==> src/rtl/fir_job_sched.sv <==
// fir_job_sched -- descriptor-driven job scheduler for fir_core's control slave.
//
// Software stages a descriptor (X/H/Y base addresses) in three registers and
// pushes it into a small FIFO. When enabled, the scheduler pops jobs in order:
// it programs fir_core (a0..a2), pulses start (a3=1 then a3=0), polls the
// core's status register until done, then retires the job. A job that runs
// longer than TIMEOUT_CYC cycles from the start write is aborted and dropped.
//
// Optional build macro: FIR_SCHED_IRQ_EN (completion/abort interrupt).
//
// Ports
//   iClk, iRst                 clock, asynchronous active-high reset
//   iChipSelect/iWrite/iRead   host slave strobes, iAddress register index,
//   iData/oData                write data / registered read data (1 cycle)
//   o*_Fir / iData_Fir         master port onto fir_core's control slave
//   oIrq                       interrupt (0 unless FIR_SCHED_IRQ_EN)
//
// Register map: 0 DESC_X, 1 DESC_H, 2 DESC_Y, 3 PUSH, 4 STATUS,
//   5 DONE_COUNT, 6 CTRL {clr_sticky, irq_en, flush, enable}, 7 IRQ.
module fir_job_sched #(
  parameter int         DEPTH       = 4,
  parameter logic [4:0] STATUS_ADDR = 5'h04,
  parameter int         POLL_GAP    = 2,
  parameter int         TIMEOUT_CYC = 4096
) (
  input  logic        iClk,
  input  logic        iRst,
  input  logic        iChipSelect,
  input  logic        iWrite,
  input  logic        iRead,
  input  logic [2:0]  iAddress,
  input  logic [31:0] iData,
  output logic [31:0] oData,
  output logic        oChipSelect_Fir,
  output logic        oWrite_Fir,
  output logic        oRead_Fir,
  output logic [4:0]  oAddress_Fir,
  output logic [31:0] oData_Fir,
  input  logic [31:0] iData_Fir,
  output logic        oIrq
);
  localparam int AW = $clog2(DEPTH);
  localparam int TW = $clog2(TIMEOUT_CYC + 1);
  localparam int GW = 4;

  typedef struct packed {
    logic [31:0] x;
    logic [31:0] h;
    logic [31:0] y;
  } desc_t;

  typedef enum logic [3:0] {
    IDLE, WR_X, WR_H, WR_Y, WR_GO, WR_STOP, SETTLE, POLL_RD, POLL_CHK, GAP, POP
  } state_t;

  state_t               state, stateNxt;
  desc_t                stage, head;
  desc_t [DEPTH-1:0]    fifoMem;
  logic [AW-1:0]        wrPtr, rdPtr, rdNext;
  logic [AW:0]          count;
  logic                 ovf, tmo, enable, irqEn, irqPend;
  logic [31:0]          doneCount, status, rdMux;
  logic [TW-1:0]        tmr;
  logic [GW-1:0]        gapCnt;
  logic                 slvWr, slvRd, pushReq, flushReq, clrReq, pushOk;
  logic                 fullNow, emptyNow, busy, inJob, timedOut, keepHead;
  logic                 popNow, abortNow, fireDone;
  logic                 unusedFirBits;

  // Only the done flag of fir_core's status word matters here.
  assign unusedFirBits = ^iData_Fir[31:1];
  assign fireDone      = iData_Fir[0];

  assign slvWr    = iChipSelect & iWrite;
  assign slvRd    = iChipSelect & iRead;
  assign pushReq  = slvWr && iAddress == 3'd3;
  assign flushReq = slvWr && iAddress == 3'd6 && iData[1];
  assign clrReq   = slvWr && iAddress == 3'd6 && iData[3];
  assign fullNow  = count == (AW+1)'(DEPTH);
  assign emptyNow = count == '0;
  assign busy     = state != IDLE;
  assign head     = fifoMem[rdPtr];
  // States after the start write, where the timeout is live.
  assign inJob    = state inside {WR_STOP, SETTLE, POLL_RD, POLL_CHK, GAP};
  assign timedOut = tmr == TW'(TIMEOUT_CYC - 1);
  // A pop in the same cycle frees the slot, so a push while full is accepted.
  assign pushOk   = pushReq && !flushReq && (!fullNow || popNow);
  assign rdNext   = popNow ? rdPtr + 1'b1 : rdPtr;
  // Flush keeps the in-flight head so the running job still sees its descriptor.
  assign keepHead = busy && !popNow;

  always_comb begin
    stateNxt        = state;
    oChipSelect_Fir = 1'b0;
    oWrite_Fir      = 1'b0;
    oRead_Fir       = 1'b0;
    oAddress_Fir    = '0;
    oData_Fir       = '0;
    popNow          = 1'b0;
    abortNow        = 1'b0;
    case (state)
      IDLE:     if (enable && !emptyNow && !flushReq) stateNxt = WR_X;
      WR_X:     begin oChipSelect_Fir = 1'b1; oWrite_Fir = 1'b1; oAddress_Fir = 5'd0;
                      oData_Fir = head.x; stateNxt = WR_H; end
      WR_H:     begin oChipSelect_Fir = 1'b1; oWrite_Fir = 1'b1; oAddress_Fir = 5'd1;
                      oData_Fir = head.h; stateNxt = WR_Y; end
      WR_Y:     begin oChipSelect_Fir = 1'b1; oWrite_Fir = 1'b1; oAddress_Fir = 5'd2;
                      oData_Fir = head.y; stateNxt = WR_GO; end
      WR_GO:    begin oChipSelect_Fir = 1'b1; oWrite_Fir = 1'b1; oAddress_Fir = 5'd3;
                      oData_Fir = 32'd1; stateNxt = WR_STOP; end
      WR_STOP:  begin oChipSelect_Fir = 1'b1; oWrite_Fir = 1'b1; oAddress_Fir = 5'd3;
                      stateNxt = SETTLE; end
      // One dead cycle so the first poll cannot see the previous job's done.
      SETTLE:   stateNxt = POLL_RD;
      POLL_RD:  begin oChipSelect_Fir = 1'b1; oRead_Fir = 1'b1; oAddress_Fir = STATUS_ADDR;
                      stateNxt = POLL_CHK; end
      POLL_CHK: if (fireDone)          stateNxt = POP;
                else if (POLL_GAP == 0) stateNxt = POLL_RD;
                else                    stateNxt = GAP;
      GAP:      if (gapCnt == GW'(POLL_GAP - 1)) stateNxt = POLL_RD;
      POP:      begin popNow = 1'b1; stateNxt = IDLE; end
      default:  stateNxt = IDLE;
    endcase
    // A done seen on the last allowed cycle still counts as a completion.
    if (inJob && timedOut && !(state == POLL_CHK && fireDone)) begin
      stateNxt = IDLE;
      abortNow = 1'b1;
      popNow   = 1'b1;
    end
  end

  always_ff @(posedge iClk or posedge iRst)
    if (iRst) state <= IDLE;
    else      state <= stateNxt;

  always_ff @(posedge iClk or posedge iRst)
    if (iRst) begin
      tmr    <= '0;
      gapCnt <= '0;
    end else begin
      if (state == WR_GO) tmr <= TW'(1);
      else if (inJob)     tmr <= tmr + 1'b1;
      if (state == GAP)   gapCnt <= gapCnt + 1'b1;
      else                gapCnt <= '0;
    end

  // Descriptor storage needs no reset; it is only read after a push.
  always_ff @(posedge iClk)
    if (pushOk) fifoMem[wrPtr] <= stage;

  always_ff @(posedge iClk or posedge iRst)
    if (iRst) begin
      wrPtr <= '0;
      rdPtr <= '0;
      count <= '0;
    end else if (flushReq) begin
      rdPtr <= rdNext;
      wrPtr <= rdNext + AW'(keepHead);
      count <= (AW+1)'(keepHead);
    end else begin
      if (pushOk) wrPtr <= wrPtr + 1'b1;
      rdPtr <= rdNext;
      count <= count + (AW+1)'(pushOk) - (AW+1)'(popNow);
    end

  always_ff @(posedge iClk or posedge iRst)
    if (iRst) begin
      stage     <= '0;
      enable    <= 1'b0;
      ovf       <= 1'b0;
      tmo       <= 1'b0;
      doneCount <= '0;
    end else begin
      if (slvWr && iAddress == 3'd0) stage.x <= iData;
      if (slvWr && iAddress == 3'd1) stage.h <= iData;
      if (slvWr && iAddress == 3'd2) stage.y <= iData;
      if (slvWr && iAddress == 3'd6) enable  <= iData[0];
      // A new event wins over a same-cycle sticky clear.
      if (pushReq && !flushReq && fullNow && !popNow) ovf <= 1'b1;
      else if (clrReq)                                 ovf <= 1'b0;
      if (abortNow)    tmo <= 1'b1;
      else if (clrReq) tmo <= 1'b0;
      if (slvWr && iAddress == 3'd5) doneCount <= '0;
      else if (state == POP)         doneCount <= doneCount + 1'b1;
    end

`ifdef FIR_SCHED_IRQ_EN
  always_ff @(posedge iClk or posedge iRst)
    if (iRst) begin
      irqEn   <= 1'b0;
      irqPend <= 1'b0;
    end else begin
      if (slvWr && iAddress == 3'd6) irqEn <= iData[2];
      if ((state == POP || abortNow) && irqEn)         irqPend <= 1'b1;
      else if (slvWr && iAddress == 3'd7 && iData[0])  irqPend <= 1'b0;
    end
`else
  assign irqEn   = 1'b0;
  assign irqPend = 1'b0;
`endif
  assign oIrq = irqPend;

  always_comb begin
    status            = '0;
    status[0]         = busy;
    status[1]         = emptyNow;
    status[2]         = fullNow;
    status[3]         = ovf;
    status[4]         = tmo;
    status[8 +: AW+1] = count;
  end

  always_comb begin
    rdMux = '0;
    case (iAddress)
      3'd0: rdMux = stage.x;
      3'd1: rdMux = stage.h;
      3'd2: rdMux = stage.y;
      3'd4: rdMux = status;
      3'd5: rdMux = doneCount;
      3'd6: rdMux = {29'd0, irqEn, 1'b0, enable};
      3'd7: rdMux = {31'd0, irqPend};
      default: rdMux = '0;
    endcase
  end

  always_ff @(posedge iClk or posedge iRst)
    if (iRst)       oData <= '0;
    else if (slvRd) oData <= rdMux;
endmodule

==> config.mk <==
export PLATFORM = sky130hd
export DESIGN_NAME = fir_job_sched
export DESIGN_NICKNAME = d
export VERILOG_FILES = /design/src/rtl/fir_job_sched.sv
export SDC_FILE = /design/constraint.sdc
export NUM_CORES = 1
export LEC_CHECK = 0
export ABC_AREA = 1
export CAP_MARGIN = 20
export CORE_ASPECT_RATIO = 1.1
export CORE_MARGIN = 4
export CORE_UTILIZATION = 55
export DETAILED_ROUTE_END_ITERATION = 12
export DONT_BUFFER_PORTS = 1
export PLACE_DENSITY = 0.73
export SETUP_SLACK_MARGIN = 0.15
export SYNTH_ARGS = -nofsm -noshare
export SYNTH_HDL_FRONTEND = slang
export SYNTH_SLANG_ARGS = --single-unit
==> constraint.sdc <==
create_clock -name iClk -period 6.65 [get_ports iClk]
set_input_delay 1.33 -clock iClk [delete_from_list [all_inputs] [get_ports iClk]]
set_output_delay 1.33 -clock iClk [all_outputs]
set_load 0.02 [all_outputs]
==> results.toml <==
[pwr]
power_uw = 10200
cellPowerDensity_mw_per_mm2 = 387.5
peakVddDrop_mv = 0.2385
p_leak_uw = 0.01005

[synth]
netlist_instances = 2192
synth_edf_count = 384
synthTopCellsByArea = "edfxtp_1 (48%), dfrtp_1 (20%), o21ai_0 (6.8%)"
synth_compound_area_share_pct = 12.76
synthMuxAreaShare_pct = 0
synth.avg_cell_area_um2 = 10.91
synth-simple-area-share_pct = 14.23
ys.flop_type = "edfxtp_1"
seq_area_frac_synth_pct = 68.19
async_reset_ff_share_pct = 33.22
synth_largest_area_cell = "edfxtp_1"
synth-xor-area-share_pct = 0.2563
ys.warnings.count = 0
synth-adder-area-share_pct = 0.6591
synth_top_family_by_area = "simple AND/OR/NAND/NOR gates"
yosys_register_bits = 575
yosys-top-cells-count = "nand2_1 (401), edfxtp_1 (384), o21ai_0 (326), nor2_1 (262), dfrtp_1 (191)"
synth_cell_types = 48
synth_top_area_share_pct = 48.21
synth.most_common_cell = "nand2_1"
syn-cell-area_mm2 = 0.02392

[critical_path]
path_cells = "inv_2 > buf_4 > o21ai_0 > o22ai_1 > nand2_1 > nand3_1"
path_class = "register to output port"
cpPeakStageDelay_ns = 0.69
worst_ep_arrival_time_ns = 3.44
cp-start-kind = "register"
cp_data_required_time_ns = 5.32
cp-end-kind = "output port"
cpMaxStageDelayCell = "inv_2"
crit_fanout = 54

[sta]
fmax_mhz = 209.7
worstMarginPinSlew_ns = 0.9952
grt_setup_unrepaired = "false"
finalSetupViolCount = 0
slew_headroom_pct = 33.66
timing.hold.ws_ns = 0.4978
slew_viol_final = 0
hold_viol = 0
skew_ns = 0.01799
min_period_over_period_pct = 71.70
finalSetupTns_ns = 0
fin_crit_ns = 4.768

[grt]
antenna_found_initial = 0
grt_util_all_layers_pct = 25.59
grt_pass1_wl_um = 91890
grt_overflow = 0
grt_max_degree = 147
grt_pass1_vias = 16182

[floorplanning]
die_height_um = 226.7
dieArea_mm2 = 0.04689
start_util_pct = 56.15
die_x_um = 206.8
rows = 79
io_pins = 145
coreArea_mm2 = 0.04260

[clock_tree]
cts_resized = 0
cts_made_buffers = 54
clock_latency_ns = 0.58
tritoncts = "built"
clock-sinks = 575
cts_max_level = 2
hold_buffers = 0
clockBufferDepth = 3
root_buffer = "clkbuf_16"
clk_pin_slew_worst_paths_ns = 0.07
cts_setup_buffers = 0

[place]
place_hpwl_um = 32660
port_buffers = 0
gp_congestion = 0.8555

[route]
wl_um = 60150
via_per_inst = 6.078
first_pass_iters = 5
num_vias = 16799
drc = 0
initialDrtViolationCount = 1653
antenna_left = 0
wire_per_inst_um = 21.76

[final_layout]
fillCellCount = 3299
synthToLayoutAreaGrowth_pct = 10.02
drive_above_1_share_pct = 7.055
fin_util_pct = 61.77
diodes = 0
multi_input_area_mm2 = 0.006766
seq_area_mm2 = 0.01632
nNetsFinal = 2235

[min_path]
hold_class = "register to register"

[run_status]
status = "complete, no violations"

[run]
max-cap-violations = 0
[layout by cell type (no fill, tap or decap), types with 20 or more instances in the layout]
cell / n
nand2_1: 397
edfxtp_1: 384
o21ai_0: 326
nor2_1: 254
dfrtp_1: 189
inv_1: 112
o22ai_1: 96
nand3_1: 69
clkbuf_16: 57
a21oi_1: 27
a31oi_1: 25
a22oi_1: 24
a21o_1: 22
nor3_1: 21
nand4_1: 20
[path summary, 6_finish.rpt]
path	endpoint	start	slack, ns	cells after the start
max	oData_Fir[31]	rdPtr[1]$_DFF_PP0_	1.88	6
min	gapCnt[0]$_DFF_PP0_	gapCnt[0]$_DFF_PP0_	0.50	1
max reg2reg	fifoMem[366]$_DFFE_PP_	tmr[1]$_DFFE_PP0P_	3.43	10
min reg2reg	gapCnt[0]$_DFF_PP0_	gapCnt[0]$_DFF_PP0_	0.50	1
max in group asynchronous	doneCount[13]$_DFFE_PP0P_	iRst	4.56	3
min in group asynchronous	oData[9]$_DFFE_PP0P_	iRst	0.86	2
[layout make-up]
| class | count | area share, % |
|---|---|---|
| Multi-Input combinational cell | 1379 | 25.71 |
| Sequential cell | 575 | 62.00 |
| Inverter | 122 | 1.773 |
| Tap cell | 567 | 2.696 |
| Clock inverter | 22 | 0.8606 |
| Timing Repair Buffer | 19 | 0.9034 |
| Clock buffer | 80 | 6.053 |
[through the flow]
step	cell area (um^2)	setup slack, ns	cells
floorplan	23930	0.2066	2194
global placement	24470	2.615	2661
detailed placement	24470	2.560	2661
CTS	26290	1.896	2763
global route	26320	1.778	2764
finish	26320	1.882	2764
[routing by layer]
| layer | global-route usage [%] | wire [um] |
|---|---|---|
| met4 | 8.851 | 1826 |
| met2 | 41.58 | 29100 |
| met3 | 4.635 | 5122 |
| met5 | 0 | 0 |
| met1 | 35.30 | 24100 |
[worst max-delay path, delay by kind of cell, from the launching register on]
kind,cells,cell delay [ns]
AO/OA/AOI/OAI,2,0.47
flip-flops,1,0.58
buffers and inverters,2,1.33
AND/OR/NAND/NOR,2,0.39
[logic make-up after synthesis]
family,count (synthesis)
other cells,1
flops,575
xor+xnor,7
simple gates,812
compound gates,545
buf+inv,240
fa+ha+maj,12
[registers in the layout, summed over array words and instances (netlist names)]
signal / count
oData: 32
fifoMem: 384
stage: 96
tmr: 13
enable: 1
gapCnt: 4
tmo: 1
count: 3
wrPtr: 2
state: 4
rdPtr: 2
ovf: 1
doneCount: 32
[power by group]
part	switching, uW	internal, uW
clock	1300	1820
combinational	1870	647
sequential	369	4190
total	3540	6660
(Power assumes the default switching activity.)
